===== config.mk =====
export PLATFORM = sky130hd
export DESIGN_NAME = serial_subtractor_sv_flat
export DESIGN_NICKNAME = d
export VERILOG_FILES = /design/src/rtl/serial_subtractor_sv_if.sv /design/src/rtl/serial_subtractor_sv.sv /design/src/flat_wrapper.sv
export SDC_FILE = /design/constraint.sdc
export NUM_CORES = 1
export LEC_CHECK = 0
export BUFFER_PORTS_ARGS = -buffer_cell sky130_fd_sc_hd__clkbuf_2
export CAP_MARGIN = 20
export CORE_MARGIN = 1
export CORE_UTILIZATION = 48
export CTS_CLUSTER_SIZE = 10
export DETAILED_ROUTE_END_ITERATION = 10
export GPL_ROUTABILITY_DRIVEN = 0
export HOLD_SLACK_MARGIN = 0.12
export PLACE_DENSITY = 0.74
export SLEW_MARGIN = 40
export SYNTH_ARGS = -nofsm -noshare
export SYNTH_HDL_FRONTEND = slang
export SYNTH_SLANG_ARGS = --single-unit
export TNS_END_PERCENT = 20

===== constraint.sdc =====
create_clock -name iCLK -period 1.55 [get_ports iCLK]
set_input_delay 0.31 -clock iCLK [delete_from_list [all_inputs] [get_ports iCLK]]
set_output_delay 0.31 -clock iCLK [all_outputs]
set_load 0.02 [all_outputs]

===== src/rtl/serial_subtractor_sv_if.sv =====
// Operand/result handshake bundle for the bit-serial subtractor.
// Optional oOVF wire exists only when SERIAL_SUB_OVF_EN is defined.
interface serial_subtractor_sv_if #(
  parameter int WIDTH = 8
);
  logic             iVALID;
  logic             oREADY;
  logic [WIDTH-1:0] iA;
  logic [WIDTH-1:0] iB;
  logic             iBIN;
  logic             iABORT;
  logic             oVALID;
  logic             iREADY;
  logic [WIDTH-1:0] oDIFF;
  logic             oBOUT;
  logic             oBUSY;
`ifdef SERIAL_SUB_OVF_EN
  logic             oOVF;
`endif

  modport slave (
    input  iVALID, iA, iB, iBIN, iABORT, iREADY,
`ifdef SERIAL_SUB_OVF_EN
    output oOVF,
`endif
    output oREADY, oVALID, oDIFF, oBOUT, oBUSY
  );

  modport master (
    output iVALID, iA, iB, iBIN, iABORT, iREADY,
`ifdef SERIAL_SUB_OVF_EN
    input  oOVF,
`endif
    input  oREADY, oVALID, oDIFF, oBOUT, oBUSY
  );
endinterface


===== src/rtl/serial_subtractor_sv.sv =====
// Bit-serial A - B - BIN, LSB first, one full-subtractor cell with a registered borrow.
// Define SERIAL_SUB_OVF_EN to add the signed-overflow output oOVF.
module serial_subtractor_sv #(
  parameter int WIDTH = 8
) (
  input logic                  iCLK,
  input logic                  iRST_N,
  serial_subtractor_sv_if.slave bus
);
  // state | meaning
  // IDLE  | waiting for operands, oREADY high
  // RUN   | shifting one bit per clock through the subtractor cell
  // DONE  | result held on oDIFF/oBOUT until downstream takes it
  typedef enum logic [1:0] {IDLE, RUN, DONE} state_t;

  localparam int CW = $clog2(WIDTH);

  state_t           state, nextState;
  logic [WIDTH-1:0] shiftA, shiftB, shiftD, diffReg;
  logic             borrowReg, boutReg;
  logic [CW-1:0]    cnt;
  logic             accept, finish, abortRun, lastBit;
  logic             bitA, bitB, bitD, bitBo;
`ifdef SERIAL_SUB_OVF_EN
  logic             msbBorrowIn;
`endif

  assign bitA    = shiftA[0];
  assign bitB    = shiftB[0];
  assign bitD    = bitA ^ bitB ^ borrowReg;
  assign bitBo   = (~bitA & bitB) | (~(bitA ^ bitB) & borrowReg);
  assign lastBit = (cnt == CW'(WIDTH-1));

  always_ff @(posedge iCLK or negedge iRST_N) begin
    if (!iRST_N) state <= IDLE;
    else         state <= nextState;
  end

  always_comb begin
    nextState = state;
    accept    = 1'b0;
    finish    = 1'b0;
    abortRun  = 1'b0;
    case (state)
      IDLE: begin
        if (bus.iVALID) begin
          accept    = 1'b1;
          nextState = RUN;
        end
      end
      RUN: begin
        // abort wins even on the final bit, so no result escapes
        if (bus.iABORT) begin
          abortRun  = 1'b1;
          nextState = IDLE;
        end else if (lastBit) begin
          finish    = 1'b1;
          nextState = DONE;
        end
      end
      DONE: begin
        if (bus.iREADY) nextState = IDLE;
      end
      default: nextState = IDLE;
    endcase
  end

  always_ff @(posedge iCLK or negedge iRST_N) begin
    if (!iRST_N) begin
      shiftA      <= '0;
      shiftB      <= '0;
      shiftD      <= '0;
      diffReg     <= '0;
      borrowReg   <= 1'b0;
      boutReg     <= 1'b0;
      cnt         <= '0;
`ifdef SERIAL_SUB_OVF_EN
      msbBorrowIn <= 1'b0;
`endif
    end else if (accept) begin
      shiftA    <= bus.iA;
      shiftB    <= bus.iB;
      shiftD    <= '0;
      borrowReg <= bus.iBIN;
      cnt       <= '0;
    end else if (abortRun) begin
      cnt       <= '0;
      borrowReg <= 1'b0;
    end else if (state == RUN) begin
      shiftA    <= shiftA >> 1;
      shiftB    <= shiftB >> 1;
      shiftD    <= {bitD, shiftD[WIDTH-1:1]};
      borrowReg <= bitBo;
      cnt       <= cnt + CW'(1);
      if (finish) begin
        diffReg     <= {bitD, shiftD[WIDTH-1:1]};
        boutReg     <= bitBo;
`ifdef SERIAL_SUB_OVF_EN
        msbBorrowIn <= borrowReg;
`endif
      end
    end
  end

  assign bus.oREADY = (state == IDLE);
  assign bus.oBUSY  = (state == RUN);
  assign bus.oVALID = (state == DONE);
  assign bus.oDIFF  = diffReg;
  assign bus.oBOUT  = boutReg;
`ifdef SERIAL_SUB_OVF_EN
  assign bus.oOVF   = msbBorrowIn ^ boutReg;
`endif

endmodule


===== src/flat_wrapper.sv =====
// flat-port wrapper written by rule: the top's interface ports become plain ports
module serial_subtractor_sv_flat 
#(
  parameter int WIDTH = 8
)
  (iCLK, iRST_N, bus_iVALID, bus_iA, bus_iB, bus_iBIN, bus_iABORT, bus_iREADY, bus_oREADY, bus_oVALID, bus_oDIFF, bus_oBOUT, bus_oBUSY);
  serial_subtractor_sv_if #(.WIDTH(WIDTH)) bus_i ();
  input logic iCLK;
  input logic iRST_N;
  input wire logic [$bits(bus_i.iVALID)-1:0] bus_iVALID;
  input wire logic [$bits(bus_i.iA)-1:0] bus_iA;
  input wire logic [$bits(bus_i.iB)-1:0] bus_iB;
  input wire logic [$bits(bus_i.iBIN)-1:0] bus_iBIN;
  input wire logic [$bits(bus_i.iABORT)-1:0] bus_iABORT;
  input wire logic [$bits(bus_i.iREADY)-1:0] bus_iREADY;
  output wire logic [$bits(bus_i.oREADY)-1:0] bus_oREADY;
  output wire logic [$bits(bus_i.oVALID)-1:0] bus_oVALID;
  output wire logic [$bits(bus_i.oDIFF)-1:0] bus_oDIFF;
  output wire logic [$bits(bus_i.oBOUT)-1:0] bus_oBOUT;
  output wire logic [$bits(bus_i.oBUSY)-1:0] bus_oBUSY;
  assign bus_i.iVALID = bus_iVALID;
  assign bus_i.iA = bus_iA;
  assign bus_i.iB = bus_iB;
  assign bus_i.iBIN = bus_iBIN;
  assign bus_i.iABORT = bus_iABORT;
  assign bus_i.iREADY = bus_iREADY;
  assign bus_oREADY = bus_i.oREADY;
  assign bus_oVALID = bus_i.oVALID;
  assign bus_oDIFF = bus_i.oDIFF;
  assign bus_oBOUT = bus_i.oBOUT;
  assign bus_oBUSY = bus_i.oBUSY;
  serial_subtractor_sv #(.WIDTH(WIDTH)) u_core (.iCLK(iCLK), .iRST_N(iRST_N), .bus(bus_i));
endmodule

### Word level (Yosys, flattened, before mapping)

Index checks and enable logic that the tools add are counted.

| word-level totals | value |
|---|---|
| register bits after elaboration | 39 |
| input port bits | 22 |
| output and inout bits | 12 |
| logic and storage cells | 58 |

| operators by class | value |
|---|---|
| $add $sub $neg | 1 |
| equal/unequal tests | 7 |
| multiplexer cells | 27 |
| bitwise logic cells | 9 |
| reductions and logical operators | 6 |

Operators with widths:

| cell | number |
|---|---|
| two-way mux 8 bit | 9 |
| two-way mux 1 bit | 10 |
| two-way mux 3 bit | 3 |
| two-way mux 2 bit | 4 |
| one-hot mux 2 bit (3 select lines) | 1 |
| != test 2 bit (second input constant) | 2 |
| inverter 1 bit | 4 |
| AND reduction 4 bit | 1 |
| adder 3 x 1 -> 3 bit (second input constant) | 1 |
| == test 3 bit (second input constant) | 1 |
| != test 3 x 2 -> 1 bit (second input constant) | 1 |
| AND reduction 3 bit | 1 |
| nonzero test 3 bit | 1 |
| AND 1 bit | 2 |
| == test 2 x 1 -> 1 bit (second input constant) | 1 |
| == test 2 bit (second input constant) | 1 |
| zero test 2 bit | 1 |
| != test 2 x 1 -> 1 bit (second input constant) | 1 |
| AND reduction 2 bit | 1 |
| nonzero test 2 bit | 1 |
| XOR 1 bit | 2 |
| OR 1 bit | 1 |

### Logic depth before layout (Yosys ltp)

| depth | value |
|---|---|
| depth after elaboration | 7 |
| mapped depth | 6 |
| depth with buffers taken out | 5 |

### Worst setup path before layout

Ideal clock, no wire load.

| timing path | value |
|---|---|
| path type | register to register |
| start point | reg u_core.cnt[0] |
| end point | reg u_core.diffReg[0] (netlist: u_core.bus.oDIFF[0]) |
| library setup time | 128 ps |
| data arrival time | 1,388 ps |
| required time | 1,422 ps |
| slack | 34 ps |
| stages on the path, launching flop included | 6 |
| buffers on the path | 1 |
| clock period less this slack | 1,516 ps |
| cell sequence | dfrtp_1 ha_1 ha_1 nand4bb_1 buf_2 mux2_1 |

| between the ends | value |
|---|---|
| longest elaborated chain between the ends | 5 |

Ends and longest elaborated chain:

| what | line | RTL |
|---|---|---|
| start, declared | serial_subtractor_sv.sv:21 | `logic [CW-1:0] cnt;` |
| start signal, assigned | serial_subtractor_sv.sv:94 | `cnt <= cnt + CW'(1);` |
| == test 3 bit | serial_subtractor_sv.sv:32 | `assign lastBit = (cnt == CW'(WIDTH-1));` |
| two-way mux 1 bit | serial_subtractor_sv.sv:56 | `end else if (lastBit) begin` |
| two-way mux 1 bit | serial_subtractor_sv.sv:53 | `if (bus.iABORT) begin` |
| two-way mux 1 bit | serial_subtractor_sv.sv:44 | `case (state)` |
| AND reduction 4 bit (no line) | - |  |
| end signal, assigned | serial_subtractor_sv.sv:96 | `diffReg <= {bitD, shiftD[WIDTH-1:1]};` |
| end, declared | serial_subtractor_sv.sv:19 | `logic [WIDTH-1:0] shiftA, shiftB, shiftD, diffReg;` |

Every way passes these cells.
A chain may end at the register's enable or synchronous reset.

### Worst setup path after layout

| timing path | value |
|---|---|
| start point | reg u_core.state[0] |
| end point | out bus_oVALID |

| between the ends | value |
|---|---|
| longest elaborated chain between the ends | 1 |

Ends and longest elaborated chain:

| what | line | RTL |
|---|---|---|
| start, declared | serial_subtractor_sv.sv:18 | `state_t state, nextState;` |
| start signal, assigned | serial_subtractor_sv.sv:36 | `else state <= nextState;` |
| == test 2 bit | serial_subtractor_sv.sv:107 | `assign bus.oVALID = (state == DONE);` |
| end, declared | flat_wrapper.sv:17 | `output wire logic [$bits(bus_i.oVALID)-1:0] bus_oVALID;` |

Every way passes these cells.

==> flow_summary.toml <==
[clocking]
clockBufferDepth = 2
clock_sinks = 38
cts_tree = "done"
root_buffer = "clkbuf_4"
h-tree-depth = 2
path_clk_slew_ps = 110
numCtsBuffers = 5
clk_latency_ps = 350

[synth]
synth_top_area_frac = 0.597
synth_top_family_by_area = "compound AO/OA/AOI/OAI gates"
muxShareOfSynthArea = 0.0565
synth-xor-area-share = 0
ys_top_cells_by_area = "dfrtp_1 (60%), a22o_1 (10%), mux2_1 (5.7%)"
yosysMostFrequentCell = "dfrtp_1"
synth_edf_count = 0
ys_async_sr_fraction = 1.00
synth_compound_area_frac = 0.219
synth_area_um2 = 1590
synthTopCellsByCount = "dfrtp_1 (38), a22o_1 (19), nand2_1 (9)"
seq_area_frac_synth = 0.597
synthSimpleGateAreaFrac = 0.0714
syn_avg_cell_area_um2 = 13.1
synth.distinct_cells = 23
synth_top_flop_cell = "dfrtp_1"
syn_nets = 147
ys_ff_latch = 38
synth_fa_ha_area_frac = 0.0283
ys_warn_count = 0
yosys.area.top_type = "dfrtp_1"
syn-instance-count = 122

[sta]
grt_setup_unrepaired = "yes"
setup_tns_ps = 0
whs_ps = 138
hold_violations = 0
max_slew.worst_pin.slew_ps = 474
skew_ps = 16.1
finalCritPeriodShare = 0.979
setup_viol = 0
clock.fmax_mhz = 659
min_period_ps = 1520
slew_viol_final = 0
slew_headroom = 0.684

[worst_setup_path]
slowest_delay_ps = 400
path_max_fanout = 4
crit_required_ps = 1240
r2r-start = "u_core.cnt[0]"
crit_chain = "buf_6 > nand2b_4 > inv_1 > clkbuf_8"
cpMaxStageDelayCell = "dfrtp_1"
reg2regPathDepth = 5
reg2reg_slack_ps = 60
crit_cells = 4
cp-start-kind = "flop"
critPathArrivalTime_ps = 1210
path_delay_family = "flip-flops"
timing_worst_setup_path_type = "flop to output pin"
endpoint_kind = "output pin"
critPathBufInv = 3
reg2reg_to = "u_core.bus.oDIFF[3]"

[routing]
viasPerCell = 5.25
final_antenna_net_count = 0
route.vias.total = 1103
drc_errors = 0
wl_per_cell_um = 15.0
route.final.wire_length_um = 3140
drtPass1Iterations = 4
initialDrtViolationCount = 40

[final_layout]
drive_gt1_frac = 0.355
n_antenna_cell = 0
design_area_um2 = 2060
utilization = 0.663
nets = 190
fillers = 248
area_delta_synth_final_pct = 29.0

[run_status]
status = "completed"

[power]
clkPwrFrac = 0.328
power.density_nw_per_um2 = 1220
p_comb_frac = 0.180
total_power_uw = 2520
switchingPower_uw = 639
irDropWorstVdd_v = 0.000691
power_leakage_uw = 0.00108
p_sw_frac = 0.254
p_int_uw = 1880
p_seq_frac = 0.492

[hold_path]
holdCritStartpoint = "bus_iREADY"
holdPathStages = 2
min_to = "u_core.state[1]"
worstHoldPathType = "primary input to flop"

[grt]
grt_pass1_wl_um = 4910
antenna_found_initial = 0
grt_overflow = 0
grt_pass1_vias = 1087
grt_max_degree = 39
grtUsageTotal = 0.196

[floorplan]
core_um2 = 3100
io_pins = 34
fp.dieArea_um2 = 3560
rows = 20
fp.dieH_um = 59.6
die_x_um = 59.6
initial_core_util = 0.514

[placed_design]
place_area_um2 = 1840
port_buffers = 33
hpwl_um = 2060

[job]
maxCapViolCount = 0
placed cells by master, fill, tap and decap left out, types with 2 or more instances in the layout:
cell type,netlist,layout
buf_4,0,7
a22o_1,19,19
mux2_1,8,8
a21oi_1,6,6
clkbuf_4,0,5
a21o_1,8,8
nand2_1,9,9
dfrtp_1,38,37
inv_1,3,3
nor3b_4,2,2
bufinv_16,0,2
a2bb2oi_1,6,6
clkbuf_2,0,31
o21ai_1,4,4
per-layer routing:
layer / global-route usage / share of wire / up-vias
li1: - / - / 535
met1: 0.247 / 0.42 / 538
met2: 0.316 / 0.52 / 26
met3: 0.0721 / 0.042 / 4
met4: 0.0598 / 0.0083 / 0
met5: 0 / 0 / -
cell families after synthesis:
logic type / Yosys count
compound gates: 46
fa+ha+maj: 3
buf+inv: 10
flops: 38
mux: 8
simple gates: 17
flip-flops by register name (all words and copies together), names as in the netlist:
register          cells
u_core.state          2
u_core.shiftD         7
u_core.shiftA         8
u_core.bus.oDIFF      8
u_core.cnt            3
u_core.bus.oBOUT      1
u_core.shiftB         8
u_core.borrowReg      1
worst register-to-register path, cell delays in order, from the launching register on:
cell and delay, ps:
dfrtp_1 400, ha_2 210, ha_4 150, nand4bb_4 150, clkbuf_16 190, mux2_1 300
how the worst max path moves through the flow:
stage	end	from
final	bus_oVALID	u_core.state[0]
after global routing	u_core.shiftD[3]	u_core.state[1]
after CTS	bus_oVALID	u_core.state[0]
after detailed placement	u_core.bus.oDIFF[6]	u_core.cnt[0]
after global placement	u_core.bus.oDIFF[5]	u_core.cnt[0]
after floorplan	u_core.bus.oDIFF[0]	u_core.cnt[0]
area by class of cell:
type	instances	area [um2]	share of cell area
inverter	3	11.3	0.00547
clock buffer	5	37.5	0.0182
multi-input combinational	74	644	0.313
sequential	38	952	0.463
timing repair buffer	43	288	0.140
tap	44	55.1	0.0268
clock inverter	3	68.8	0.0335
metrics by stage:
stage | worst slack, ps | cells
finish | 32.5 | 210
global route | -27.4 | 210
CTS | 1.31 | 208
detailed placement | 8.46 | 198
global placement | 64.1 | 198
floorplan | 34.4 | 122
power by group through the flow:
stage	combinational (uW)	sequential, uW	clock, uW
final	452	1240	825
after global placement	402	1250	0
after detailed placement	419	1260	0
after CTS	431	1240	842
after floorplan	294	1230	0
after global routing	507	1260	874
repair_timing:
item | in CTS | in global routing
hold endpoints to repair | 38 | 0
setup buffers | 1 | 1
resized for setup | 2 | 11
pin swaps | 0 | 1
endpoints found under the setup margin | 1 | 28
hold buffers | 1 | 0
gates cloned | 0 | 1
Power figures use the tool's default switching activity.
